## src/rtl/stage_sequencer.sv

```systemverilog
// Slot sequencer that issues one-cycle fire windows to pipeline stages, with
// per-stage wait-states, flush-to-slot-0, run enable and an instruction retire counter.
`timescale 1ns/1ps
module stage_sequencer #(
  parameter int                      NSTAGE = 3,
  parameter int                      CNT_W  = 3,
  parameter int                      PERIOD = 8,
  parameter logic [NSTAGE*CNT_W-1:0] SLOTS  = {3'd5, 3'd4, 3'd0}
) (
  input  logic              clk,
  input  logic              rst,
  input  logic              en,
  input  logic              flush,
  input  logic [NSTAGE-1:0] stage_wait,
  output logic [NSTAGE-1:0] hold,
  output logic [CNT_W-1:0]  cnt,
  output logic              busy,
  output logic              stall,
  output logic              retire,
  output logic [31:0]       retire_cnt
);

  typedef enum logic {IDLE = 1'b0, RUN = 1'b1} state_t;

  localparam logic [CNT_W-1:0] LAST = CNT_W'(PERIOD - 1);

  state_t            state_q, state_d;
  logic [CNT_W-1:0]  cnt_q, cnt_d;
  logic [NSTAGE-1:0] done_q, done_d;
  logic              retire_q, retire_d;
  logic [31:0]       retire_cnt_q, retire_cnt_d;

  logic [NSTAGE-1:0] hit;
  logic [NSTAGE-1:0] fire;
  logic              run;
  logic              stall_c;
  logic              advance;
  logic              wrap;

  always_ff @(posedge clk or negedge rst) begin
    if (!rst) begin
      state_q      <= IDLE;
      cnt_q        <= '0;
      done_q       <= '0;
      retire_q     <= 1'b0;
      retire_cnt_q <= '0;
    end else begin
      state_q      <= state_d;
      cnt_q        <= cnt_d;
      done_q       <= done_d;
      retire_q     <= retire_d;
      retire_cnt_q <= retire_cnt_d;
    end
  end

  always_comb begin
    hit     = '0;
    fire    = '0;
    run     = (state_q == RUN);
    for (int i = 0; i < NSTAGE; i++) begin
      hit[i] = (cnt_q == SLOTS[i*CNT_W +: CNT_W]);
      // A stage already served in this slot must not fire again while others stall.
      fire[i] = run & ~flush & hit[i] & ~stage_wait[i] & ~done_q[i];
    end
    stall_c = run & ~flush & (|(hit & stage_wait));
    advance = run & ~flush & ~stall_c;
    wrap    = advance & (cnt_q == LAST);

    state_d = en ? RUN : IDLE;

    cnt_d = cnt_q;
    if (flush) begin
      cnt_d = '0;
    end else if (advance) begin
      cnt_d = wrap ? '0 : cnt_q + 1'b1;
    end

    done_d = (flush | advance) ? '0 : (done_q | fire);

    retire_d     = wrap;
    retire_cnt_d = wrap ? retire_cnt_q + 32'd1 : retire_cnt_q;
  end

  assign hold       = ~fire;
  assign cnt        = cnt_q;
  assign busy       = run;
  assign stall      = stall_c;
  assign retire     = retire_q;
  assign retire_cnt = retire_cnt_q;

endmodule

```

## config.mk

```make
export PLATFORM = sky130hd
export DESIGN_NAME = stage_sequencer
export DESIGN_NICKNAME = d
export VERILOG_FILES = /design/src/rtl/stage_sequencer.sv
export SDC_FILE = /design/constraint.sdc
export NUM_CORES = 1
export LEC_CHECK = 0
export ABC_AREA = 0
export BUFFER_PORTS_ARGS = -buffer_cell sky130_fd_sc_hd__buf_2
export CAP_MARGIN = 40
export CORE_MARGIN = 5
export CORE_UTILIZATION = 55
export CTS_BUF_LIST = sky130_fd_sc_hd__clkbuf_8
export CTS_CLUSTER_DIAMETER = 80
export DETAILED_ROUTE_END_ITERATION = 6
export PLACE_DENSITY_LB_ADDON = 0.1
export REMOVE_ABC_BUFFERS = 1
export SLEW_MARGIN = 20
export SYNTH_ARGS = -nofsm -noshare
export SYNTH_HDL_FRONTEND = slang
export SYNTH_SLANG_ARGS = --single-unit
export TNS_END_PERCENT = 10
```

## constraint.sdc

```tcl
create_clock -name clk -period 2.6 [get_ports clk]
set_input_delay 0.52 -clock clk [delete_from_list [all_inputs] [get_ports clk]]
set_output_delay 0.52 -clock clk [all_outputs]
set_load 0.02 [all_outputs]
```

Yosys cells after proc, flatten, opt, wreduce, memory -nomap -nowiden
Cells that the tools add are included.
{"block": "word_totals", "output_inout_bits": 41, "input_bits": 7, "regBits": 40}
{"block": "classes", "eq_ne": 3, "add_sub_neg": 2, "n_mux": 5, "n_reduce_logical": 3, "bitwise_logic": 25}
{"op": "32-bit by 1-bit adder with 32-bit output, second input constant", "n": 1}
{"op": "1-bit AND", "n": 13}
{"op": "3-bit 2-to-1 mux", "n": 4}
{"op": "3-bit equality test, second input constant", "n": 3}
{"op": "1-bit NOT", "n": 8}
{"op": "3-bit by 1-bit adder with 3-bit output, second input constant", "n": 1}
{"op": "3-bit AND", "n": 1}
{"op": "3-bit zero test", "n": 1}
{"op": "3-bit NOT", "n": 1}
{"op": "3-bit OR", "n": 1}
{"op": "3-bit OR reduction", "n": 1}
{"op": "2-bit nonzero test", "n": 1}
{"op": "1-bit 2-to-1 mux", "n": 1}
{"op": "1-bit OR", "n": 1}

Logic depth before layout (Yosys ltp)
{"block": "logic_depth", "word_depth": 10, "depth_mapped": 8, "mapped_depth_nobuf": 7}

Least setup slack after synthesis
Ideal clock, no wire load.
{"block": "synth_timing", "path_kind": "register to register", "start": "reg cnt_q[0], in the netlist cnt[0]", "end": "reg retire_cnt_q[13], in the netlist retire_cnt[13]", "n_path_buf": 0, "stages_incl_launch_ff": 8, "slack_ns": 0.522, "required_ns": 2.467, "period_less_slack_ns": 2.078, "arrival_ns": 1.945, "cell_sequence": "dfrtp_1 inv_1 ha_1 a22o_1 a211oi_2 nand4_2 or3_1 xnor2_1"}
{"block": "synth_via", "elab_chain_cells": 7, "elab_cells_between_ends": 10, "classes_between": "3 x eq/ne; 5 x bitwise; 2 x reduce/logical"}
{"element": "start, declared", "line_no": "28", "text": "logic [CNT_W-1:0] cnt_q, cnt_d;"}
{"element": "start signal, assigned", "line_no": "49", "text": "cnt_q <= cnt_d;"}
{"element": "3-bit equality test or 3-bit zero test (tied branches)", "line_no": "61", "text": "hit[i] = (cnt_q == SLOTS[i*CNT_W +: CNT_W]);"}
{"element": "3-bit AND", "line_no": "65", "text": "stall_c = run & ~flush & (|(hit & stage_wait));"}
{"element": "3-bit OR reduction", "line_no": "65"}
{"element": "1-bit AND", "line_no": "65"}
{"element": "1-bit NOT", "line_no": "66", "text": "advance = run & ~flush & ~stall_c;"}
{"element": "1-bit AND", "line_no": "66"}
{"element": "1-bit AND *", "line_no": "67", "text": "wrap = advance & (cnt_q == LAST);"}
{"element": "end signal, assigned", "line_no": "52", "text": "retire_cnt_q <= retire_cnt_d;"}
{"element": "end, declared", "line_no": "31", "text": "logic [31:0] retire_cnt_q, retire_cnt_d;"}
Every way passes the cells marked *; elsewhere a longest branch is shown, timed or not.
A chain may end at the register's enable or synchronous reset.

Worst setup path after layout
{"block": "layout_timing", "start": "reg cnt_q[0], in the netlist cnt[0]", "end": "out stall"}
{"block": "layout_via", "elab_chain_cells": 4, "elab_cells_between_ends": 6, "classes_between": "2 x eq/ne; 2 x bitwise; 2 x reduce/logical"}
{"element": "3-bit equality test or 3-bit zero test (tied branches)", "line_no": "61"}
{"element": "3-bit AND *", "line_no": "65"}
{"element": "3-bit OR reduction *", "line_no": "65"}
{"element": "1-bit AND *", "line_no": "65"}
{"element": "end, declared", "line_no": "18", "text": "output logic stall,"}
Marked as above.

==> run summary <==
status -> finished, final reports clean
Worst Tran Pin Value -> 0.707 ns
WL per Instance -> 15.1 um
Num CTS Buffers -> 5
setup repair after global routing missed its margin -> no
global placement routability congestion -> 0.868
clock insertion delay at the later pin of the skew report -> 0.29 ns
Switching Power -> 0.251 mW
Initial Utilization -> 0.576
DP HPWL -> 3.16 mm
Final Hold Vio Count -> 0
CP Max Fanout -> 6
maximum clock frequency -> 428 MHz
GRT Total Usage -> 0.188
Pint -> 0.984 mW
worst IR drop on VDD -> 0.000442 V
cells taking the most area after synthesis -> dfrtp_1 52%, xnor2_1 9.5%, xor2_1 4.5%, nand3_1 3.9%, nand2_1 3.3%
clock sinks -> 40
initial drt markers -> 83
Die Y -> 69.3 um
largest net degree at the start of global routing -> 27
Clock Power Share -> 0.444
Slew headroom -> 0.525
top cells by count, synth -> 40 x dfrtp_1, 21 x xnor2_1, 17 x nand2_1
Comb pwr share -> 0.046
cts repair resizes -> 0
total die area -> 4810 sq um
Placed Instance Area -> 2240 sq um
Hold Path Class -> in -> async
clock-pin slew on the worst setup and hold paths -> 0.07 ns
Post-Syn Area per Cell -> 10.9 sq um
CP Launch Type -> flop
hold_buf cts -> 0
Final Cell Area -> 2370 sq um
deepest clock path buffer count -> 2
Slew Viols, Final -> 0
Top FF cell, synth -> dfrtp_1
# port buffers -> 47
cell taking the most area after synthesis -> dfrtp_1
Layout area overhead -> 22.3%
area share of the largest cell type after synthesis -> 0.517
Hold WS -> 0.126 ns
row cnt -> 21
setup violators final -> 0
reg-to-reg startpoint -> cnt[0]
Tmin final -> 2.34 ns
critical-path cell list -> inv_1, ha_1, a22o_1, a21oi_1, nor2b_1, buf_2
via count -> 1513
Worst Setup End Kind -> output port
EDFF count, synth -> 0
maxcap violations -> 0
post-layout util -> 0.704
DP Worst Slack -> 0.355 ns
switching share of power -> 0.203
antenna violations before repair -> 0
Die W -> 69.3 um
Detail Route Antenna Nets -> 0
part of the Yosys area used for sequential elements -> 0.517
Mapped Cells -> 178
Post CTS Setup Buffer Count -> 0
drt pass-1 iters -> 4
first-pass GRT wire length -> 7.26 mm
worst setup margin -> 0.263 ns
Vias/cell -> 5.42
CTS H-tree depth -> 2
CORE AREA -> 3360 sq um
clk_skew -> 0.00610 ns
Total Nets Final -> 244
Synth Warn # -> 0
vias in the first global route -> 1550
Overflow after GRT -> 0
final std cells w/o fill -> 279
DP Cell Count -> 271
Max stage delay cell, worst path -> dfrtp_1
ys async rst share -> 1.00
crit path launch -> cnt[0]
IO Pins -> 48
worst endpoint required time -> 2.08 ns
clock root buffer -> clkbuf_8
sequential share of power -> 0.510
Distinct cells, synth -> 33
share of cells above drive strength 1 -> 0.283
max incr delay on CP -> 0.43 ns
#FFs+latches synth -> 40
top-count cell post-synth -> dfrtp_1
DRC -> 0
Antenna Cells -> 0
Setup CP Type -> reg -> out
setup TNS -> 0 ns
Cell Pwr Density -> 521 nW/um^2
Total Wirelength -> 4.22 mm
CTS tree -> done
Power, Total -> 1.23 mW
Pleak -> 1.20 nW
synthesized area -> 1940 sq um
period utilization -> 0.899
critical path data arrival time -> 1.82 ns
==> per-layer routing <==
layer	vias to the layer above	GRT usage	routed length, um
li1	725	-	-
met1	741	0.228	1710
met2	38	0.321	2220
met3	9	0.0406	196
met4	0	0.0781	86
met5	-	0	0
==> state kept, by name, indices dropped and copies added, names as in the netlist <==
name,cells
cnt,3
busy,1
retire,1
retire_cnt,32
done_q,3
==> final timing paths <==
path	to	slack, ns	depth (start not counted)
max in group asynchronous	cnt[2]	2.02	2
min in group clk	busy	0.33	1
max	stall	0.26	6
min reg2reg	retire_cnt[31]	0.47	1
max reg2reg	retire_cnt[21]	0.33	7
min	retire_cnt[18]	0.13	1
==> power groups by stage <==
stage | Sequential (mW) | Clock [mW] | Combinational [mW]
detailed placement | 0.642 | 0 | 0.0567
CTS | 0.630 | 0.556 | 0.0581
floorplan | 0.645 | 0 | 0.0225
global placement | 0.642 | 0 | 0.0520
finish | 0.630 | 0.548 | 0.0568
global route | 0.631 | 0.586 | 0.0647
==> critical path: cells and delay by family, from the launching register on <==
kind                       cells  cell delay [ns]
AOI/OAI and AO/OA              2             0.55
adders and majority gates      1             0.23
buffers and inverters          2             0.24
DFF                            1             0.43
and+or+nand+nor                1             0.09
==> cell type report <==
cell class	count	area, sq um
clock buffers	7	96.3
clock inverters	1	30.0
fillers	299	995
inverters	6	22.5
multi-input cells	130	898
flip-flops and latches	40	1000
well taps	46	57.6
repair buffers	49	263
==> cells in the final DEF, fill, tap and decap left out <==
cell type / count
bufinv_16: 1
nor2b_1: 2
o21a_1: 3
and3_1: 4
buf_2: 47
nor4_1: 2
or3_1: 3
dfrtp_1: 40
clkbuf_8: 7
nor3_1: 3
nand3b_1: 2
nor3_2: 1
and4_1: 1
nand2b_1: 3
and2_1: 1
ha_1: 5
mux2_2: 1
buf_4: 1
and4b_1: 1
nand3_1: 15
a22o_1: 1
a211oi_2: 1
nand4b_1: 1
and3b_1: 1
inv_1: 6
nor2_1: 9
nor4b_2: 1
or2_2: 1
a21oi_1: 5
xnor2_1: 21
xor2_1: 10
nand4_1: 10
nand4_2: 2
nor3b_1: 1
nor4_2: 2
buf_12: 1
nand2_1: 17
==> kinds of logic after synthesis <==
kind of cell / synth area share
buf+inv: 0.0194
mux: 0.00581
fa+ha+maj: 0.0323
xor+xnor: 0.140
flops: 0.517
simple gates: 0.250
compound gates: 0.0355
Note: power is estimated with default switching activity, not from simulation.
